File: config.mk
export PLATFORM = sky130hd
export DESIGN_NAME = accu_mod_multi_flat
export DESIGN_NICKNAME = d
export VERILOG_FILES = /design/src/rtl/accu_mod_multi_if.sv /design/src/rtl/accu_mod_multi.sv /design/src/flat_wrapper.sv
export SDC_FILE = /design/constraint.sdc
export NUM_CORES = 1
export LEC_CHECK = 0
export BUFFER_PORTS_ARGS = -buffer_cell sky130_fd_sc_hd__buf_2
export CAP_MARGIN = 5
export CORE_ASPECT_RATIO = 0.75
export CORE_MARGIN = 3
export CORE_UTILIZATION = 39
export DETAILED_ROUTE_END_ITERATION = 7
export PLACE_DENSITY = 0.62
export SLEW_MARGIN = 15
export SYNTH_ARGS = -nofsm -noshare
export SYNTH_HDL_FRONTEND = slang
export SYNTH_SLANG_ARGS = --single-unit
File: constraint.sdc
create_clock -name clk -period 9.55 [get_ports clk]
set_input_delay 1.4325 -clock clk [delete_from_list [all_inputs] [get_ports clk]]
set_output_delay 1.4325 -clock clk [all_outputs]
set_load 0.01 [all_outputs]
File: src/rtl/accu_mod_multi_if.sv
// ============================================================================
// Module : accu_mod_multi_if
// Purpose: Bus bundle for accu_mod_multi: sample input, registered result,
//          sticky per-channel flags and the combinational readback port.
// Ports  : in_valid/in_ch/d   sample toward the accumulator
//          out_valid/out_ch/acc/wrap  registered result of the last sample
//          ovf                 per-channel sticky wrap/clamp flags
//          rd_ch/rd_acc        readback select and stored value
// Rev    : 1.0  initial release
// ============================================================================
`default_nettype none

interface accu_mod_multi_if #(
  parameter int W  = 16,
  parameter int CH = 4,
  parameter int CW = (CH > 1) ? $clog2(CH) : 1
);
  logic          in_valid;
  logic [CW-1:0] in_ch;
  logic [W-1:0]  d;
  logic          out_valid;
  logic [CW-1:0] out_ch;
  logic [W-1:0]  acc;
  logic          wrap;
  logic [CH-1:0] ovf;
  logic [CW-1:0] rd_ch;
  logic [W-1:0]  rd_acc;

  modport master (
    output in_valid, in_ch, d, rd_ch,
    input  out_valid, out_ch, acc, wrap, ovf, rd_acc
  );

  modport slave (
    input  in_valid, in_ch, d, rd_ch,
    output out_valid, out_ch, acc, wrap, ovf, rd_acc
  );
endinterface

`default_nettype wire

File: src/rtl/accu_mod_multi.sv
// ============================================================================
// Module : accu_mod_multi
// Purpose: CH independent accumulators sharing one adder. Each sample adds d
//          to the selected channel; the result wraps modulo Meff (SAT=0) or
//          clamps at Meff-1 (SAT=1), where Meff = M, or 2^W when M = 0.
// Ports  : clk    rising-edge clock
//          rst_n  asynchronous active-low reset
//          clr    synchronous clear of all channels and sticky flags
//          bus    accu_mod_multi_if.slave (sample in, result out, readback)
// Rev    : 1.0  initial release
// ============================================================================
`default_nettype none

module accu_mod_multi #(
  parameter int W   = 16,
  parameter int CH  = 4,
  parameter int M   = 50,
  parameter int SAT = 0
) (
  input wire logic         clk,
  input wire logic         rst_n,
  input wire logic         clr,
  accu_mod_multi_if.slave  bus
);
  localparam int         CW   = (CH > 1) ? $clog2(CH) : 1;
  // Register file is sized to the full select range so any in_ch/rd_ch
  // indexes a real entry; entries at or above CH are never written.
  localparam int         NREG = 1 << CW;
  localparam logic [W:0] MEFF = (M == 0) ? {1'b1, {W{1'b0}}} : (W+1)'(M);
  localparam logic [W:0] MAXV = MEFF - 1'b1;
  localparam logic [CW:0] CH_L = (CW+1)'(CH);

  logic [W-1:0]  regs [NREG];
  logic          out_valid_r;
  logic [CW-1:0] out_ch_r;
  logic [W-1:0]  acc_r;
  logic          wrap_r;
  logic [CH-1:0] ovf_r;

  logic          take;
  logic [W-1:0]  cur;
  logic [W:0]    s_full;
  logic          hit_wrap;
  logic [W-1:0]  nxt;
  logic [CH-1:0] ch_hit;

  assign take     = bus.in_valid && !clr && ({1'b0, bus.in_ch} < CH_L);
  assign cur      = regs[bus.in_ch];
  // Exact sum of the raw addend; it alone decides the wrap/clamp flag.
  assign s_full   = {1'b0, cur} + {1'b0, bus.d};
  assign hit_wrap = (s_full >= MEFF);

  generate
    if (SAT != 0) begin : g_sat
      assign nxt = hit_wrap ? MAXV[W-1:0] : s_full[W-1:0];
    end else begin : g_wrap
      logic [W:0] d_red;
      logic [W:0] s_red;
      // Reducing d first bounds the sum below 2*Meff, so one conditional
      // subtract completes the modulo for any addend.
      assign d_red = {1'b0, bus.d} % MEFF;
      assign s_red = {1'b0, cur} + d_red;
      assign nxt   = (s_red >= MEFF) ? W'(s_red - MEFF) : s_red[W-1:0];
    end
  endgenerate

  generate
    for (genvar i = 0; i < CH; i++) begin : g_hit
      assign ch_hit[i] = take && (bus.in_ch == CW'(i));
    end
  endgenerate

  always_ff @(posedge clk or negedge rst_n) begin
    if (!rst_n) begin
      for (int i = 0; i < NREG; i++) regs[i] <= '0;
    end else if (clr) begin
      for (int i = 0; i < NREG; i++) regs[i] <= '0;
    end else if (take) begin
      regs[bus.in_ch] <= nxt;
    end
  end

  always_ff @(posedge clk or negedge rst_n) begin
    if (!rst_n) begin
      out_valid_r <= 1'b0;
      out_ch_r    <= '0;
      acc_r       <= '0;
      wrap_r      <= 1'b0;
      ovf_r       <= '0;
    end else if (clr) begin
      out_valid_r <= 1'b0;
      wrap_r      <= 1'b0;
      ovf_r       <= '0;
    end else if (take) begin
      out_valid_r <= 1'b1;
      out_ch_r    <= bus.in_ch;
      acc_r       <= nxt;
      wrap_r      <= hit_wrap;
      ovf_r       <= ovf_r | (ch_hit & {CH{hit_wrap}});
    end else begin
      // Idle or out-of-range channel: result port holds acc/out_ch.
      out_valid_r <= 1'b0;
      wrap_r      <= 1'b0;
    end
  end

  assign bus.out_valid = out_valid_r;
  assign bus.out_ch    = out_ch_r;
  assign bus.acc       = acc_r;
  assign bus.wrap      = wrap_r;
  assign bus.ovf       = ovf_r;
  assign bus.rd_acc    = ({1'b0, bus.rd_ch} < CH_L) ? regs[bus.rd_ch] : '0;
endmodule

`default_nettype wire

File: src/flat_wrapper.sv
// flat-port wrapper written by rule: the top's interface ports become plain ports
module accu_mod_multi_flat 
#(
  parameter int W   = 16,
  parameter int CH  = 4,
  parameter int M   = 50,
  parameter int SAT = 0
)
  (clk, rst_n, clr, bus_in_valid, bus_in_ch, bus_d, bus_rd_ch, bus_out_valid, bus_out_ch, bus_acc, bus_wrap, bus_ovf, bus_rd_acc);
  accu_mod_multi_if #(.W(W), .CH(CH)) bus_i ();
  input wire logic clk;
  input wire logic rst_n;
  input wire logic clr;
  input wire logic [$bits(bus_i.in_valid)-1:0] bus_in_valid;
  input wire logic [$bits(bus_i.in_ch)-1:0] bus_in_ch;
  input wire logic [$bits(bus_i.d)-1:0] bus_d;
  input wire logic [$bits(bus_i.rd_ch)-1:0] bus_rd_ch;
  output wire logic [$bits(bus_i.out_valid)-1:0] bus_out_valid;
  output wire logic [$bits(bus_i.out_ch)-1:0] bus_out_ch;
  output wire logic [$bits(bus_i.acc)-1:0] bus_acc;
  output wire logic [$bits(bus_i.wrap)-1:0] bus_wrap;
  output wire logic [$bits(bus_i.ovf)-1:0] bus_ovf;
  output wire logic [$bits(bus_i.rd_acc)-1:0] bus_rd_acc;
  assign bus_i.in_valid = bus_in_valid;
  assign bus_i.in_ch = bus_in_ch;
  assign bus_i.d = bus_d;
  assign bus_i.rd_ch = bus_rd_ch;
  assign bus_out_valid = bus_i.out_valid;
  assign bus_out_ch = bus_i.out_ch;
  assign bus_acc = bus_i.acc;
  assign bus_wrap = bus_i.wrap;
  assign bus_ovf = bus_i.ovf;
  assign bus_rd_acc = bus_i.rd_acc;
  accu_mod_multi #(.W(W), .CH(CH), .M(M), .SAT(SAT)) u_core (.clk(clk), .rst_n(rst_n), .clr(clr), .bus(bus_i));
endmodule
==> impl_metrics.tcl <==
set metrics [dict create \
    outcome "finished, violations left" \
    violations_in_the_final_reports "negative setup slack" \
    final_common_cell "sky130_fd_sc_hd__buf_4" \
    crit_path_max_incr_delay_ps 420 \
    clock_sinks 88 \
    crit_type "input pin to flip-flop" \
    dpl.cell_count 1629 \
    cp_data_arrival_time_ps 11670 \
    floorplan.die.width_um 185 \
    postSynthCellCount 1115 \
    critPathCaptureType "flip-flop" \
    final_max_slew_viol_count 0 \
    fillers 1924 \
    core_area_um2 23300 \
    finalNetCount 1487 \
    final_cell_mix "296 x sky130_fd_sc_hd__buf_4, 104 x sky130_fd_sc_hd__nand2_1, 88 x sky130_fd_sc_hd__dfrtp_1, 65 x sky130_fd_sc_hd__nor2_1, 56 x sky130_fd_sc_hd__buf_2" \
    dominant_delay_contributor_by_cell_family_on_the_critical_path "compound AO/OA/AOI/OAI gates" \
    postSynth.topFlopCell "sky130_fd_sc_hd__dfrtp_1" \
    grt_pass1_wl_um 55100 \
    timing.final.crit_share_pct 120 \
    drive_gt1_share_pct 45.5 \
    req_time_crit_path_ps 9750 \
    first_global_vias 10200 \
    share_of_synthesized_flip_flops_with_an_asynchronous_set_or_reset_pct 100 \
    achievable-frequency_mhz 87.2 \
    synth_nets 1175 \
    cts_hold_buffers 0 \
    first_pass_iters 5 \
    drt-vias-per-instance 6.25 \
    synth_seq_area_share_pct 23.5 \
    design.die.area_um2 25900 \
    finish.utilization_pct 58.9 \
    reg2reg_setup_slack_ps 4070 \
    critical_path_buf_inv_count 6 \
    route.detailed.wl_per_inst_um 20.8 \
    drt-total-wl_um 36100 \
    antenna-diode-count 0 \
    vias 10800 \
    syn_area_um2 9350 \
    critPathLaunchType "input pin" \
    tritoncts_clock_tree "done" \
    start_util_pct 40.1 \
    synthesis.yosys.warnings 0 \
    gp_congestion 0.913 \
    hp-class "flip-flop to flip-flop" \
    finalCriticalPeriod_ps 11460 \
    tightestPinTransition_ps 1160 \
    dieHeight_um 140 \
    finalWorstSetupSlack_ps -1910 \
    root_buffer "sky130_fd_sc_hd__clkbuf_16" \
    io_pins 64 \
    cts.path.max_buffers 2 \
    final_antenna_net_count 0 \
    placementRows 48 \
    timing.max_cap.violations 0 \
    detail_route.iter0.violations 1021 \
    clk-insertion-delay-late_ps 360 \
    yosysUniqueCellTypes 112 \
    cts-htree-levels 3 \
    edff_count_synth 0 \
    place_hpwl_um 23300 \
    numCtsBuffers 9 \
    port-buffer-count 63 \
    timing.clock.skew_ps 12.4 \
    signed_area_change_from_the_synthesized_netlist_to_the_final_layout_pct 46.8 \
    yosys_reg_bits 88 \
    grt_setup_unrepaired "true" \
    clk_pin_slew_worst_paths_ps 70 \
    crit_slowest_cell "sky130_fd_sc_hd__or3_4" \
    cell_count_final_fillers_out 1732 \
    route.detailed.drc 0 \
    overflow_left_after_global_routing 0 \
    gr-usage-all-layers_pct 26.4 \
    antenna_violations_before_repair 0 \
    headroom_to_the_max_slew_limit_pct 22.5 \
    grt_start_max_net_pins 55 \
    crit_path_max_fanout 8 \
    timing.final.setup_violations 75 \
    post_synth.cell_area_avg_um2 8.39 \
    hold_viol_final 0 \
]
-- cell families after synthesis --
group,count (synthesis),share of synthesized area (%)
buffers and inverters,124,5.99
AO/OA/AOI/OAI,365,28.8
multiplexers,48,9.75
adder cells (fa/ha/maj),39,5.31
XOR/XNOR,35,3.64
flip-flops,88,23.5
AND/OR/NAND/NOR,416,23.0
-- state kept, by name, summed over array words and instances, names as in the netlist --
signal,cells
u_core.bus.ovf,4
u_core.bus.acc,16
u_core.bus.out_ch,2
u_core.regs,64
u_core.bus.wrap,1
u_core.bus.out_valid,1
-- layout make-up --
type	count	area (µm²)	area share, %
clock buffers	10	239	1.74
clock inverters	6	50.0	0.364
inverters	30	113	0.820
multi-input cells	906	7690	56.0
flip-flops and latches	88	2200	16.0
well taps	300	375	2.73
repair buffers	392	3060	22.3
-- synthesized netlist by cell type, types with 7 or more instances --
library cell	count	area [µm²]
sky130_fd_sc_hd__a221o_1	9	90.1
sky130_fd_sc_hd__xor2_1	7	61.3
sky130_fd_sc_hd__nand3_1	30	150
sky130_fd_sc_hd__nand2b_1	12	75.1
sky130_fd_sc_hd__o31ai_1	16	120
sky130_fd_sc_hd__buf_6	7	78.8
sky130_fd_sc_hd__a21o_1	14	105
sky130_fd_sc_hd__dfrtp_1	88	2200
sky130_fd_sc_hd__nand2_1	109	409
sky130_fd_sc_hd__a211oi_1	22	165
sky130_fd_sc_hd__buf_2	16	80.1
sky130_fd_sc_hd__o211ai_1	25	188
sky130_fd_sc_hd__nor4_1	21	131
sky130_fd_sc_hd__and3_1	9	56.3
sky130_fd_sc_hd__buf_1	11	41.3
sky130_fd_sc_hd__or3_1	9	56.3
sky130_fd_sc_hd__a211o_1	8	70.1
sky130_fd_sc_hd__xnor2_1	25	219
sky130_fd_sc_hd__mux2i_1	11	110
sky130_fd_sc_hd__and2_1	14	87.6
sky130_fd_sc_hd__mux4_2	32	721
sky130_fd_sc_hd__nor3_1	39	195
sky130_fd_sc_hd__nor2_1	81	304
sky130_fd_sc_hd__o21bai_1	8	60.1
sky130_fd_sc_hd__o21a_1	8	60.1
sky130_fd_sc_hd__nand4_1	40	250
sky130_fd_sc_hd__a31oi_1	22	138
sky130_fd_sc_hd__a32o_1	13	130
sky130_fd_sc_hd__clkbuf_1	54	203
sky130_fd_sc_hd__inv_1	29	109
sky130_fd_sc_hd__a21oi_1	66	330
sky130_fd_sc_hd__ha_1	34	425
sky130_fd_sc_hd__o21ai_0	63	315
-- metrics by stage --
stage          setup TNS, ps  setup slack [ps]  hold WS, ps  area, µm²
6_report             -135490             -1910          478      13700
5_1_grt              -168300             -2370          508      13700
4_1_cts              -103750             -1470          481      13100
3_5_place_dp         -157860             -2270          457      11700
3_3_place_gp         -141970             -2060          462      11700
2_1_floorplan        -131960             -2010          460       9660
-- routing by layer --
layer / GRT usage (%) / up-vias / share of wire [%]
met5: 0 / - / 0
met4: 6.75 / 0 / 1.8
met3: 4.39 / 58 / 8.2
met2: 40.5 / 522 / 46
met1: 38.7 / 5314 / 44
li1: - / 4925 / -
-- worst min-delay path, stage by stage, from the launching register on --
cell and delay [ps]:
sky130_fd_sc_hd__dfrtp_1 340, sky130_fd_sc_hd__nand2_1 50, sky130_fd_sc_hd__nand2_1 60
-- repair_timing --
item,CTS,global route
endpoints found under the setup margin,75,75
gates resized for setup,123,106
buffers inserted,67,15
gates cloned,6,2
pin swaps,88,66
-- worst paths after layout --
path                                             end                 start  cells past startpoint
worst max register to register        u_core.regs[5]       u_core.regs[48]                     27
max in group asynchronous          u_core.bus.acc[7]                 rst_n                      2
worst min-delay path            u_core.bus.out_ch[1]  u_core.bus.out_ch[1]                      2
worst max-delay path                  u_core.regs[5]             bus_d[13]                     54
worst min register to register  u_core.bus.out_ch[1]  u_core.bus.out_ch[1]                      2
min in group asynchronous            u_core.regs[48]                 rst_n                      1
Power is left out: the tool's default activity adds up to more than one toggle a clock period on the data nets, which glitch-free logic cannot reach.
